$ cat config.mk
export PLATFORM = sky130hd
export DESIGN_NAME = ws2812_rx
export DESIGN_NICKNAME = d
export VERILOG_FILES = /design/src/rtl/ws2812_rx.sv
export SDC_FILE = /design/constraint.sdc
export NUM_CORES = 1
export LEC_CHECK = 0
export CAP_MARGIN = 20
export CORE_MARGIN = 4
export CORE_UTILIZATION = 30
export CTS_CLUSTER_DIAMETER = 60
export CTS_CLUSTER_SIZE = 24
export DETAILED_ROUTE_END_ITERATION = 10
export GPL_TIMING_DRIVEN = 0
export PLACE_DENSITY_LB_ADDON = 0.15
export SLEW_MARGIN = 20
export SYNTH_ARGS = -nofsm -noshare
export SYNTH_HDL_FRONTEND = slang
export SYNTH_SLANG_ARGS = --single-unit
$ cat constraint.sdc
create_clock -name clk -period 3.1 [get_ports clk]
set_clock_uncertainty 0.05 [all_clocks]
set_input_delay 0.31 -clock clk [delete_from_list [all_inputs] [get_ports clk]]
set_output_delay 0.31 -clock clk [all_outputs]
set_load 0.01 [all_outputs]
$ cat src/rtl/ws2812_rx.sv
// WS2812 single-wire NRZ decoder: measures high pulse widths, assembles
// MSB-first 24-bit GRB words and detects the low latch gap ending a frame.
module ws2812_rx #(
    parameter int BIT_THRESH   = 15,
    parameter int MIN_HIGH     = 3,
    parameter int MAX_HIGH     = 40,
    parameter int RESET_CYCLES = 1250,
    parameter int CNT_W        = 16
) (
    input  logic             clk,
    input  logic             reset,
    input  logic             din,
    output logic [23:0]      data,
    output logic             data_valid,
    output logic             latch,
    output logic             err,
    output logic [CNT_W-1:0] pixel_count
);

    localparam int HW = $clog2(MAX_HIGH + 2);
    localparam int LW = $clog2(RESET_CYCLES + 1);

    localparam logic [HW-1:0] H_SAT    = HW'(MAX_HIGH + 1);
    localparam logic [HW-1:0] H_MAX    = HW'(MAX_HIGH);
    localparam logic [HW-1:0] H_MIN    = HW'(MIN_HIGH);
    localparam logic [HW-1:0] H_THRESH = HW'(BIT_THRESH);
    localparam logic [LW-1:0] L_SAT    = LW'(RESET_CYCLES);
    localparam logic [LW-1:0] L_LAST   = LW'(RESET_CYCLES - 1);

    typedef enum logic [1:0] {
        IDLE,
        HIGH,
        LOW,
        ERR
    } state_t;

    state_t           state_q, state_d;
    logic             s1_q, s1_d;
    logic             s2_q, s2_d;
    logic             s3_q, s3_d;
    logic [HW-1:0]    hcnt_q, hcnt_d;
    logic [LW-1:0]    lcnt_q, lcnt_d;
    logic [4:0]       bitcnt_q, bitcnt_d;
    logic [23:0]      shreg_q, shreg_d;
    logic [23:0]      data_q, data_d;
    logic             data_valid_q, data_valid_d;
    logic             latch_q, latch_d;
    logic             err_q, err_d;
    logic [CNT_W-1:0] pixel_count_q, pixel_count_d;

    logic rise;
    logic fall;
    logic bit_v;

    assign rise  = s2_q & ~s3_q;
    assign fall  = ~s2_q & s3_q;
    assign bit_v = (hcnt_q >= H_THRESH);

    always_comb begin
        state_d       = state_q;
        s1_d          = din;
        s2_d          = s1_q;
        s3_d          = s2_q;
        bitcnt_d      = bitcnt_q;
        shreg_d       = shreg_q;
        data_d        = data_q;
        data_valid_d  = 1'b0;
        latch_d       = 1'b0;
        err_d         = 1'b0;
        pixel_count_d = pixel_count_q;

        // Pulse-width counters run independently of the state
        if (s2_q) begin
            hcnt_d = (hcnt_q == H_SAT) ? hcnt_q : hcnt_q + HW'(1);
        end else begin
            hcnt_d = '0;
        end
        if (!s2_q) begin
            lcnt_d = (lcnt_q == L_SAT) ? lcnt_q : lcnt_q + LW'(1);
        end else begin
            lcnt_d = '0;
        end

        unique case (state_q)
            IDLE: begin
                if (rise) begin
                    state_d = HIGH;
                end
            end
            HIGH: begin
                if (s2_q && hcnt_q == H_MAX) begin
                    err_d    = 1'b1;
                    bitcnt_d = '0;
                    state_d  = ERR;
                end else if (fall) begin
                    state_d = LOW;
                    if (hcnt_q >= H_MIN) begin
                        shreg_d = {shreg_q[22:0], bit_v};
                        if (bitcnt_q == 5'd23) begin
                            data_d        = {shreg_q[22:0], bit_v};
                            data_valid_d  = 1'b1;
                            bitcnt_d      = '0;
                            pixel_count_d = pixel_count_q + CNT_W'(1);
                        end else begin
                            bitcnt_d = bitcnt_q + 5'd1;
                        end
                    end
                end
            end
            LOW: begin
                if (rise) begin
                    state_d = HIGH;
                end else if (!s2_q && lcnt_q == L_LAST) begin
                    latch_d       = 1'b1;
                    err_d         = (bitcnt_q != 5'd0);
                    bitcnt_d      = '0;
                    pixel_count_d = '0;
                    state_d       = IDLE;
                end
            end
            ERR: begin
                if (!s2_q && lcnt_q == L_LAST) begin
                    pixel_count_d = '0;
                    state_d       = IDLE;
                end
            end
            default: state_d = IDLE;
        endcase
    end

    always_ff @(posedge clk or posedge reset) begin
        if (reset) begin
            state_q       <= IDLE;
            s1_q          <= 1'b0;
            s2_q          <= 1'b0;
            s3_q          <= 1'b0;
            hcnt_q        <= '0;
            lcnt_q        <= '0;
            bitcnt_q      <= '0;
            shreg_q       <= '0;
            data_q        <= '0;
            data_valid_q  <= 1'b0;
            latch_q       <= 1'b0;
            err_q         <= 1'b0;
            pixel_count_q <= '0;
        end else begin
            state_q       <= state_d;
            s1_q          <= s1_d;
            s2_q          <= s2_d;
            s3_q          <= s3_d;
            hcnt_q        <= hcnt_d;
            lcnt_q        <= lcnt_d;
            bitcnt_q      <= bitcnt_d;
            shreg_q       <= shreg_d;
            data_q        <= data_d;
            data_valid_q  <= data_valid_d;
            latch_q       <= latch_d;
            err_q         <= err_d;
            pixel_count_q <= pixel_count_d;
        end
    end

    assign data        = data_q;
    assign data_valid  = data_valid_q;
    assign latch       = latch_q;
    assign err         = err_q;
    assign pixel_count = pixel_count_q;

endmodule

Yosys cells after proc, flatten, opt, wreduce, memory -nomap -nowiden
Cells that the tools add are included.

Input bits: 3. Memory bits (writable): 0. Bits in latches: 0. Bits in registers: 93. Logic and storage cells: 91. Memories: 0. ROM bits: 0.

Divide/modulo/power cells: 0. Multiply operators: 0. Equal/unequal tests: 19. Add/sub/neg operators: 4. Bitwise operators: 5. Shift operators: 0. Reduce and logical (&&, ||, !) cells: 12. Magnitude comparators: 2. Multiplexer cells: 36.

Operators with widths (number): $mux 16 (6); $pmux 16 s3 (1); $mux 5 (6); $eq 11x11->1 const B (2); $mux 11 (2); $ne 2x2->1 const B (9); $add 16x1->16 const B (1); $eq 6x6->1 const B (2); $mux 6 (2); $add 11x1->11 const B (1); $mux 1 (11); $mux 2 (5); $pmux 5 s2 (1); $reduce_and 5->1 (2); $pmux 2 s4 (1); $add 6x1->6 const B (1); $ge 6x2->1 const B (1); $ge 6x4->1 const B (1); $ne 3x3->1 const B (2); $reduce_and 6->1 (1); $add 5x1->5 const B (1); $eq 5x5->1 const B (1); $reduce_bool 5->1 (1); $eq 2x2->1 const B (2); 11 further kinds (15).

Logic depth before layout (Yosys ltp)
Depth in word-level cells: 6. Depth in mapped cells: 8. Depth with buffers taken out: 7.

Worst setup path before layout
No wires, ideal clock.

Kind: reg-to-reg. Start: register state_q[1]. End: register data_q[10] (netlist: data[10]). Arrival: 2111 ps. Setup slack: 814 ps. Cell stages (with the launch flop): 8. Data required time: 2925 ps. Path through: dfrtp_1 inv_1 ha_1 clkbuf_1 nand3b_1 a211oi_2 buf_2 mux2_2.

Longest elaborated chain between the ends: 2.

RTL lines: start: declaration (line 37) `state_t state_q, state_d;`; start signal: assignment (line 147) `state_q <= state_d;`; $eq 2x1->1 (line 84) `unique case (state_q)`; $reduce_and 5->1 (no source line); end signal: assignment (line 155) `data_q <= data_d;`; end: declaration (line 45) `logic [23:0] data_q, data_d;`.

No other way between the ends. A chain may end at the register's enable or synchronous reset.

Worst setup path in the final report
Start: register state_q[1]. End: register shreg_q[4].

Longest elaborated chain between the ends: 2.

RTL lines: $eq 2x1->1 (line 84); $reduce_and 4->1 (no source line); end signal: assignment (line 154) `shreg_q <= shreg_d;`; end: declaration (line 44) `logic [23:0] shreg_q, shreg_d;`.

No other way between the ends.

==> impl_results.md <==
* Status: finished clean
* Post-Layout Cell Count at 620
* Placer Congestion at 0.810
* RSZ-0062 raised after global routing: false
* Vias at 3022
* Clk sinks at 93
* Crit path DAT at 2970 ps
* Die ar. at 0.0164 mm^2
* Routed Antenna Nets at 0
* Vias per cell at 4.87
* Area growth from synthesis to layout at 23.6%
* Relative slew slack at 0.425
* Critical path class: reg -> reg
* Commonest non-fill, non-tap cells in the layout: dfrtp_1, mux2_2, clkdlybuf4s50_1, nor2_1, o21ai_0
* Placed cell count at 605
* Register area share after synthesis at 0.537
* Layout cells sized above 1 at 0.182
* RR Endpoint: shreg_q[4]$_DFFE_PP0P_
* 1st-iter DRT viols at 115
* CTS tree: done
* Placeable Area at 0.0140 mm^2
* Wire length per cell at 13.9 um
* Final net count at 452
* Critical Path End Type: register
* PD cells at 577 mW/mm^2
* Final setup fails at 0
* Ant diodes at 0
* Total of max-cap violations at 0
* Post-synth EDFFs at 0
* Final Hold Viols at 0
* Warnings, synthesis at 0
* Post-Syn Area at 0.00433 mm^2
* Max-slew violations at 0
* Filler instances at 1378
* Die Span X at 128 um
* Prevailing post-synth register cell: dfrtp_1
* Lkg Pwr at 0.00233 uW
* Pin count of the biggest net entering global routing at 58
* Synth unique cells at 47
* Root Buffer: clkbuf_16
* Clock Path Buffers at 2
* Final min period at 2800 ps
* Reg2reg path depth at 7
* WL final at 8.65 mm
* CTS clk-pin slew, worst paths at 60 ps
* Fmax at 358 MHz
* Startpoint types: register
* RR Startpoint: state_q[1]$_DFFE_PP0P_
* CTS Buf Count at 9
* Initial Util at 0.310
* FF+latch count, synth at 93
* Crit path from: state_q[1]$_DFFE_PP0P_
* Vias in the first global route at 2969
* Commonest non-fill, non-tap cell in the layout: dfrtp_1
* Maximum VDD drop at 0.259 mV
* First-pass GRT wire length at 14.7 mm
* IO Port Bufs at 45
* Initial antenna violation count at 0
* Remaining DRCs at 0
* Setup Fix Bufs, Post-CTS at 0
* Worst R2R Setup Slack at 300 ps
* HP Class: in -> async
* Syn nets at 395
* Total grt overflow at 0
* # H-tree levels at 3
* # rows at 43
* Die height at 128 um
* Top Ports at 46
* Critical Path Fanout Max at 10
* Average size of a mapped cell at 11.4 um^2
* Measured slew at the worst slew-check pin at 862 ps
* # hold bufs at CTS at 0
* Tot Pwr at 3090 uW
* Cell count after synthesis at 379
* Fin crit share at 0.902
* Critical Path RT at 3270 ps
* Post-DP HPWL at 6.00 mm
* Async S/R FF share, synth at 1.00
* Worst skew pair latency at 340 ps
* Final Util at 0.383
* Post-cts resize count at 0
* Total track usage at 0.111
* DR pass1 iterations at 5
[power breakdown]
part	leakage (uW)	switching [uW]	total [uW]	internal (uW)
clock	0.000145	454	1160	705
combinational	0.000905	346	578	232
sequential	0.00128	76.6	1350	1270
[per-layer routing]
layer | GRT usage | routed length, um | part of all wire | vias up
met1 | 0.150 | 4250 | 0.49 | 1487
met4 | 0.0574 | 185 | 0.021 | 0
met3 | 0.0242 | 264 | 0.031 | 16
met5 | 0 | 0 | 0 | -
li1 | - | - | - | 1475
met2 | 0.167 | 3950 | 0.46 | 44
[registers in the layout (all words and copies together), names as in the netlist]
signal and flops:
bitcnt_q 5, data 24, data_valid 1, err 1, hcnt_q 6, latch 1
lcnt_q 11, pixel_count 16, s1_q 1, s2_q 1, s3_q 1, shreg_q 23
state_q 2
[worst max-delay path, cell delays in order (launching register included)]
cell,delay (ps)
dfrtp_1,470
inv_1,140
ha_1,150
clkbuf_1,270
nand3b_1,150
a21oi_1,690
buf_2,390
mux2_2,360
[metrics by stage]
step | instance area [um^2] | setup WS [ps] | setup TNS, ps | hold WS (ps)
6_report | 5350 | 303 | 0 | 289
5_1_grt | 5350 | 116 | 0 | 310
4_1_cts | 5350 | 268 | 0 | 304
3_5_place_dp | 5040 | 288 | 0 | 289
3_3_place_gp | 5010 | -1320 | -121700 | 289
2_1_floorplan | 4330 | 320 | 0 | 281
[kinds of logic (layout without fill, tap and decap cells)]
logic type,after synthesis,after routing,synth area share
DFF,93,93,0.537
adders and majority gates,13,13,0.0375
muxes,47,47,0.122
AOI/OAI and AO/OA,72,72,0.111
and+or+nand+nor,110,110,0.134
xor gates and xnor gates,14,14,0.0283
buffers and inverters,30,91,0.0297
[synth_stat cells (8+ instances only)]
master   number  area share
o31ai_1      12       0.021
mux2_2       47        0.12
ha_1         13       0.038
nand3_1      14       0.016
inv_1        17       0.015
nand2_1      22       0.019
a21oi_1      12       0.014
dfrtp_1      93        0.54
and3_1        8       0.012
nor2_1       33       0.029
o21ai_0      26       0.030
xnor2_1       9       0.018
[worst max path at each step]
stage,end,slack (ps),cells past startpoint
finish,shreg_q[4]$_DFFE_PP0P_,300,7
global route,bitcnt_q[4]$_DFFE_PP0P_,120,8
CTS,shreg_q[1]$_DFFE_PP0P_,270,7
detailed placement,shreg_q[15]$_DFFE_PP0P_,290,7
global placement,data[13]$_DFFE_PP0P_,-1320,2
floorplan,bitcnt_q[0]$_DFFE_PP0P_,320,1
[area by class of cell]
class	instances	area (um^2)	share of cell area
Buffer	13	65.1	0.0122
Clock buffer	10	229	0.0428
Clock inverter	5	83.8	0.0157
Inverter	17	68.8	0.0129
Multi-Input combinational cell	256	1880	0.351
Sequential cell	93	2330	0.435
Tap cell	180	225	0.0421
Timing Repair Buffer	46	478	0.0893
(Power assumes the default switching activity.)
